<file path="src/rtl/jam_ctrl.sv">
// Sequencing controller for the JAM datapath: takes worker-to-job permutations,
// streams the (W, J) cost-table addresses and drives the accumulator strobes.
//
// state | meaning
// ------+----------------------------------------------------------------
// IDLE  | waiting for start; outputs quiet
// FETCH | accepting permutations and issuing W/J addresses
// DRAIN | final address issued; waiting for the last total
// DONE  | one-cycle Valid pulse, then back to IDLE
module jam_ctrl #(
    parameter int N_WORKERS = 8,
    parameter int COST_LAT  = 1
) (
    input  logic                   CLK,
    input  logic                   RST,
    input  logic                   start,
    input  logic                   perm_valid,
    input  logic [3*N_WORKERS-1:0] perm_jobs,
    input  logic                   perm_last,
    output logic                   perm_ready,
    output logic [2:0]             W,
    output logic [2:0]             J,
    input  logic [7:0]             Cost,
    output logic                   acc_en,
    output logic                   acc_first,
    output logic                   sum_done,
    output logic [15:0]            perm_count,
    output logic                   busy,
    output logic                   Valid
);

    typedef enum logic [1:0] {S_IDLE, S_FETCH, S_DRAIN, S_DONE} state_t;

    localparam logic [2:0] W_LAST = 3'(N_WORKERS - 1);

    state_t                 state;
    logic                   held;
    logic                   held_next;
    logic                   last_taken;
    logic [2:0]             wcnt;
    logic [2:0]             wcnt_next;
    logic [3*N_WORKERS-1:0] jobs_q;
    logic [3*N_WORKERS-1:0] jobs_next;
    logic [COST_LAT-1:0]    tag_v;
    logic [COST_LAT-1:0]    tag_f;
    logic [COST_LAT-1:0]    tag_l;
    logic                   accept;
    logic                   issue;
    logic                   wrap;
    logic                   cost_unused;

    // Cost is consumed by the accumulator; the controller only times it.
    assign cost_unused = ^Cost;

    assign acc_en    = tag_v[COST_LAT-1];
    assign acc_first = tag_f[COST_LAT-1];

    always_comb begin
        perm_ready = (state == S_FETCH) && !last_taken && (!held || (wcnt == W_LAST));
        accept     = perm_valid && perm_ready;
        issue      = (state == S_FETCH) && held;
        wrap       = issue && (wcnt == W_LAST);
        wcnt_next  = wcnt;
        held_next  = held;
        jobs_next  = jobs_q;
        if (issue) begin
            wcnt_next = wrap ? 3'd0 : wcnt + 3'd1;
        end
        if (wrap) begin
            held_next = 1'b0;
        end
        // A new permutation taken on the wrap cycle keeps issue gapless.
        if (accept) begin
            held_next = 1'b1;
            jobs_next = perm_jobs;
        end
    end

    always_ff @(posedge CLK or negedge RST) begin
        if (!RST) begin
            state      <= S_IDLE;
            held       <= 1'b0;
            last_taken <= 1'b0;
            wcnt       <= 3'd0;
            jobs_q     <= '0;
            tag_v      <= '0;
            tag_f      <= '0;
            tag_l      <= '0;
            W          <= 3'd0;
            J          <= 3'd0;
            sum_done   <= 1'b0;
            perm_count <= 16'd0;
            busy       <= 1'b0;
            Valid      <= 1'b0;
        end else begin
            tag_v[0] <= issue;
            tag_f[0] <= issue && (wcnt == 3'd0);
            tag_l[0] <= wrap;
            for (int i = 1; i < COST_LAT; i++) begin
                tag_v[i] <= tag_v[i-1];
                tag_f[i] <= tag_f[i-1];
                tag_l[i] <= tag_l[i-1];
            end
            sum_done <= tag_l[COST_LAT-1];
            if (tag_l[COST_LAT-1] && (perm_count != 16'hFFFF)) begin
                perm_count <= perm_count + 16'd1;
            end

            case (state)
                S_IDLE: begin
                    Valid <= 1'b0;
                    if (start) begin
                        state      <= S_FETCH;
                        busy       <= 1'b1;
                        perm_count <= 16'd0;
                        held       <= 1'b0;
                        last_taken <= 1'b0;
                        wcnt       <= 3'd0;
                    end
                end
                S_FETCH: begin
                    held   <= held_next;
                    wcnt   <= wcnt_next;
                    jobs_q <= jobs_next;
                    if (accept && perm_last) begin
                        last_taken <= 1'b1;
                    end
                    // Addresses are registered one cycle ahead of their issue cycle.
                    if (held_next) begin
                        W <= wcnt_next;
                        J <= jobs_next[3*int'(wcnt_next) +: 3];
                    end
                    if (wrap && last_taken) begin
                        state <= S_DRAIN;
                    end
                end
                S_DRAIN: begin
                    // Only the final total can complete after the last issue.
                    if (sum_done) begin
                        state <= S_DONE;
                        Valid <= 1'b1;
                    end
                end
                S_DONE: begin
                    Valid <= 1'b0;
                    busy  <= 1'b0;
                    state <= S_IDLE;
                end
                default: state <= S_IDLE;
            endcase
        end
    end

endmodule

</file>
<file path="config.mk">
export PLATFORM = sky130hd
export DESIGN_NAME = jam_ctrl
export DESIGN_NICKNAME = d
export VERILOG_FILES = /design/src/rtl/jam_ctrl.sv
export SDC_FILE = /design/constraint.sdc
export NUM_CORES = 1
export LEC_CHECK = 0
export CELL_PAD_IN_SITES_DETAIL_PLACEMENT = 0
export CELL_PAD_IN_SITES_GLOBAL_PLACEMENT = 1
export CORE_ASPECT_RATIO = 1.5
export CORE_MARGIN = 8
export CORE_UTILIZATION = 39
export CTS_CLUSTER_SIZE = 24
export DETAILED_ROUTE_END_ITERATION = 16
export PLACE_DENSITY_LB_ADDON = 0.3
export SLEW_MARGIN = 0
export SYNTH_ARGS = -nofsm -noshare
export SYNTH_HDL_FRONTEND = slang
export SYNTH_SLANG_ARGS = --single-unit
</file>
<file path="constraint.sdc">
create_clock -name CLK -period 2.8 [get_ports CLK]
set_input_delay 0.56 -clock CLK [delete_from_list [all_inputs] [get_ports CLK]]
set_output_delay 0.56 -clock CLK [all_outputs]
set_load 0.01 [all_outputs]
</file>
* After elaboration in Yosys (flattened, before gate mapping)
Cells that the tools add are included.
W data, S select, Z words.
** Word-level totals
- Bits of input ports :: 37
- Output and inout port bits :: 28
- Word-level logic and storage cells :: 73
- Flip-flop bits (word level) :: 59
** Cells by class
- Multipliers :: 1
- Reductions and logical operators :: 24
- Add/subtract/negate cells :: 2
- Shift-type cells :: 1
- Mux-type cells :: 22
- Equal/unequal tests :: 9
** Operators with widths (count)
- $mux W16 :: 3
- $mux W24 :: 1
- $shiftx A24 B6 Y3 :: 1
- $add A16 B1 Y16 const B :: 1
- $ne A16 B16 Y1 const B :: 1
- $logic_and A1 B1 Y1 :: 9
- $mux W3 :: 3
- $pmux W1 S2 :: 4
- $pmux W2 S4 :: 1
- $reduce_and A2 Y1 :: 4
- $mux W1 :: 6
- $mux W2 :: 3
- $pmux W3 S2 :: 1
- $reduce_and A3 Y1 :: 2
- $reduce_bool A2 Y1 :: 3
- $mul A2 B3 Y5 const A :: 1
- $eq A2 B2 Y1 const B :: 2
- $ne A2 B1 Y1 const B :: 2
- $ne A2 B2 Y1 const B :: 2
- $add A3 B1 Y3 const B :: 1
- $eq A3 B3 Y1 const B :: 1
- $logic_not A3 Y1 :: 1
- $eq A2 B1 Y1 const B :: 1
- $logic_not A1 Y1 :: 2
- 3 further kinds :: 3

* Depth between registers and ports, before layout
- Depth after elaboration :: 7
- Mapped depth :: 10
- Gate-level depth less buffers :: 9

* Least setup slack after synthesis
OpenSTA, ideal clock, no wires.
- Kind :: register to register
- Start :: register wcnt[1]
- End :: register J[2]
- Period minus slack after synthesis :: 2.181 ns
- Slack :: 0.619 ns
- Cell stages (with the launch flop) :: 10
- Buffers on the path :: 1
- Setup time :: 0.134 ns
- Data arrival time :: 2.047 ns
- Required time :: 2.666 ns
- Cells stage by stage :: dfrtp_1 ha_1 ha_1 nand2b_4 nand3_4 buf_6 mux2_4 a221o_1 nor4_2 o32ai_1
** Between the ends
- Word-level cells in the longest chain between the ends :: 6
- Elaborated cells on any way between the ends :: 14
- Those cells by class :: 1 x add/sub; 1 x mul; 1 x eq/ne; 1 x shift; 5 x mux; 5 x reduce/logical
** Ends and longest elaborated chain
- start: declaration :: RTL line 40 : logic [2:0] wcnt;
- start signal: assignment :: RTL line 123 : wcnt <= wcnt_next;
- branches (longest 6 deep; another with $mul A2 B3 Y5)
- end signal: assignment :: RTL line 131 : J <= jobs_next[3*int'(wcnt_next) +: 3];
- end: declaration :: RTL line 22 : output logic [2:0] J,
Several ways; the timed one is not identified.
A chain may end at the register's enable or synchronous reset.

* Final worst setup path
- Start :: register state[1]
- End :: register J[2]
** Between the ends
- Word-level cells in the longest chain between the ends :: 7
- Elaborated cells on any way between the ends :: 14
- Those cells by class :: 1 x mul; 1 x eq/ne; 1 x shift; 5 x mux; 6 x reduce/logical
** Ends and longest elaborated chain
- start: declaration :: RTL line 36 : state_t state;
- start signal: assignment :: RTL line 81 : state <= S_IDLE;
- start signal: assignment :: RTL line 113 : state <= S_FETCH;
- start signal: assignment :: RTL line 134 : state <= S_DRAIN;
- $eq A2 B1 Y1 (*) :: RTL line 61 : issue = (state == S_FETCH) && held;
- $logic_and A1 B1 Y1 (*) :: RTL line 61
- net issue :: RTL line 48 : logic issue;
- $logic_and A1 B1 Y1 :: RTL line 62 : wrap = issue && (wcnt == W_LAST);
- $mux W3 :: RTL line 67 : wcnt_next = wrap ? 3'd0 : wcnt + 3'd1;
- $mux W3 :: RTL line 66 : if (issue) begin
- $mul A2 B3 Y5 :: RTL line 131
- $shiftx A24 B6 Y3 :: RTL line 131
The timed path passes the listed nets; every way through them passes the cells marked *.

==> impl_metrics.py <==
metrics = {
    "outcome": {
        "status": "complete, no violations",
    },
    "setup_path": {
        "cp_cell_sequence": "inv_1 > ha_1 > nand2_2 > inv_4 > mux2i_1 > buf_4 > nor2_1 > and3_1 > nor4_2 > o32ai_1",
        "path_class": "flop to flop",
        "reg2reg_slack_ns": 0.27,
        "crit_arrival_ns": 2.72,
        "crit_buf_inv": 3,
        "cp-end-kind": "flop",
        "cp_slowest_cell": "dfrtp_1",
        "crit_path_start_kind": "flop",
        "reg2reg_depth": 10,
        "critPathMaxStageDelay_ns": 0.40,
        "cp.depth": 10,
        "worstPathRequired_ns": 2.99,
        "cp_max_fo": 7,
        "worstReg2RegStart": "state[1]",
        "reg2reg_to": "J[2]",
        "critPathTopFamily": "simple AND/OR/NAND/NOR gates",
    },
    "worst_hold_path": {
        "hp-class": "input pin to async pin",
    },
    "global_routing": {
        "track_usage_pct": 13.9,
        "antenna_found_initial": 0,
        "grt_pass1_vias": 2399,
        "grt_max_degree": 35,
        "grt_pass1_wl_mm": 11.5,
        "grt-ovfl-total": 0,
    },
    "routing": {
        "num_vias": 2232,
        "wl_met2_mm": 3.49,
        "dr.first_iter.drc_count": 166,
        "drc": 0,
        "viasPerCell": 5.06,
        "routed_wl_mm": 6.77,
        "top_layer": "met4",
        "antenna_left": 0,
        "wl_met1_mm": 2.80,
        "wire_per_inst_um": 15.4,
        "dr.pass1.iters": 4,
        "routed-wl-met3_um": 354,
    },
    "timing": {
        "worst_pin_slew_ns": 0.645,
        "rsz0062_at_grt": "no",
        "slew_viol_final": 0,
        "hold_viol": 0,
        "fin_setup_tns_ns": 0,
        "slew_headroom_pct": 56.6,
        "skew_ns": 0.00619,
        "fin_crit_ns": 2.53,
        "finalSetupViolCount": 0,
        "holdWs_ns": 0.255,
        "timing.fmax_ghz": 0.396,
        "finalCritPeriodShare_pct": 90.3,
    },
    "synth": {
        "syn_avg_cell_area_um2": 11.1,
        "syn-num-nets": 311,
        "synth_edf_count": 0,
        "yosysTopAreaCell": "dfrtp_1",
        "ys.flop_type": "dfrtp_1",
        "ys_top_cells_by_area": "dfrtp_1 50%, mux2_2 6.1%, mux2i_1 3.7%, ha_1 3.4%, o21ai_0 3.1%",
        "syn_area_um2": 2940,
        "yosys.cell_count.top_type": "dfrtp_1",
        "ys_async_sr_fraction_pct": 100,
        "yosysUniqueCellTypes": 52,
        "synth-seq-cells": 59,
        "post-synth-top-area-fraction_pct": 50.2,
        "ys_seq_area_share_pct": 50.2,
        "ys_top_cells_by_count": "59 x dfrtp_1, 22 x nor2_1, 20 x nand2_1",
        "yosys_warnings": 0,
        "syn_inst": 266,
    },
    "clock_tree": {
        "root_buffer": "clkbuf_16",
        "path_clk_slew_ns": 0.05,
        "clkLatencyLatePin_ns": 0.32,
        "cts_num_sinks": 59,
        "cts_tree": "built",
        "cts_max_level": 3,
        "ctsHoldBuffers": 0,
        "numCtsBuffers": 9,
        "clk_path_buf_depth": 2,
    },
    "floorplanning": {
        "dieArea_um2": 10600,
        "die_w_um": 86.9,
        "num_io_pins": 65,
        "initial_core_util_pct": 39.4,
        "core_um2": 7470,
        "rows": 39,
        "die_h_um": 122,
    },
    "placement": {
        "placed_area_um2": 3650,
        "dp_hpwl_mm": 5.04,
        "finalWeightedCongestion": 0.811,
        "port_buffers": 56,
    },
    "pwr": {
        "p_leak_uw": 0.00177,
        "ir_drop_uv": 592,
        "powerDensity_nw_per_um2": 893,
        "finalPower_uw": 3580,
    },
    "layout": {
        "syn_to_final_growth_pct": 36.1,
        "drive_gt1_share_pct": 15.6,
        "finalNetCount": 379,
        "nFillCells": 691,
        "design_area_um2": 4000,
        "antennaDiodeCount": 0,
    },
    "flow_run": {
        "maxCapViolations": 0,
    },
}
## report_power, final
part	total, µW	switching [µW]	leakage (µW)	internal, µW
Combinational	1110	568	0.000843	545
Sequential	1210	101	0.000758	1110
Clock	1250	365	0.000169	889
Total	3580	1030	0.00177	2540
## timing repair
action | in CTS | in global routing
endpoints found under the setup margin | 1 | 1
gates resized for setup | 1 | 1
cloned | 0 | 0
pin swaps | 0 | 0
setup buffers | 0 | 0
## logic make-up (layout without fill, tap and decap cells)
kind of cell	after synthesis	in the layout	synth area share [%]
simple gates	85	85	15.8
flops	59	59	50.2
compound gates	43	43	10.2
mux	33	33	12.4
buf+inv	25	98	4.04
xor+xnor	13	13	3.87
fa+ha+maj	8	8	3.40
## sequential cells by signal, indices dropped and copies added, names as in the netlist
name and cells:
held 1, last_taken 1, acc_first 1, W 3, sum_done 1, busy 1
Valid 1, perm_count 16, J 3, jobs_q 24, tag_l 1, state 2
acc_en 1, wcnt 3
## layout by cell type (no fill, tap or decap), types with 3 or more instances in the layout
cell	count
a21oi_1	5
and2_1	4
and3_1	3
buf_4	9
bufinv_16	3
clkbuf_16	9
clkdlybuf4s50_1	54
dfrtp_1	59
ha_1	7
inv_1	15
mux2_1	4
mux2_2	16
mux2i_1	11
nand2_1	20
nand2b_1	4
nand3_1	6
nand4_1	6
nor2_1	22
nor3_1	4
o2111ai_1	3
o21ai_0	18
xnor2_1	6
xor2_1	7
## cell type report
cell class | count | area (µm²) | area share, %
Tap cell | 102 | 128 | 3.19
Sequential cell | 59 | 1480 | 36.9
Clock inverter | 5 | 100 | 2.50
Inverter | 16 | 62.6 | 1.56
Timing Repair Buffer | 66 | 646 | 16.1
Clock buffer | 11 | 243 | 6.06
Multi-Input combinational cell | 182 | 1350 | 33.7
## worst reg2reg max path, delay by kind of cell (launching register included)
family / cells / cell delay, ns
adder cells (fa/ha/maj): 1 / 0.35
buffers and inverters: 3 / 0.46
flip-flops: 1 / 0.40
AO/OA/AOI/OAI: 1 / 0.15
multiplexers: 1 / 0.33
AND/OR/NAND/NOR: 4 / 0.71
## routing by layer
metal | vias up | GRT usage, %
li1 | 1070 | -
met4 | 0 | 6.06
met1 | 1095 | 15.8
met5 | - | 0
met2 | 55 | 23.5
met3 | 12 | 3.95
## stage by stage
step,setup WS [ns],utilization (%),std cells
after floorplan,0.619,-,266
after global placement,0.147,49.0,425
after detailed placement,0.116,49.0,425
after CTS,0.0247,53.6,441
after global routing,0.139,53.6,441
final,0.273,53.6,441
## worst max path at each step
stage                 end  slack (ns)        from
3_3_place_gp         J[2]        0.15  perm_valid
2_1_floorplan        J[2]        0.62     wcnt[1]
6_report             J[2]        0.27    state[1]
3_5_place_dp         J[2]        0.12  perm_valid
4_1_cts        perm_ready        0.02     wcnt[1]
5_1_grt              J[2]        0.14    state[1]
Power figures use the tool's default switching activity.
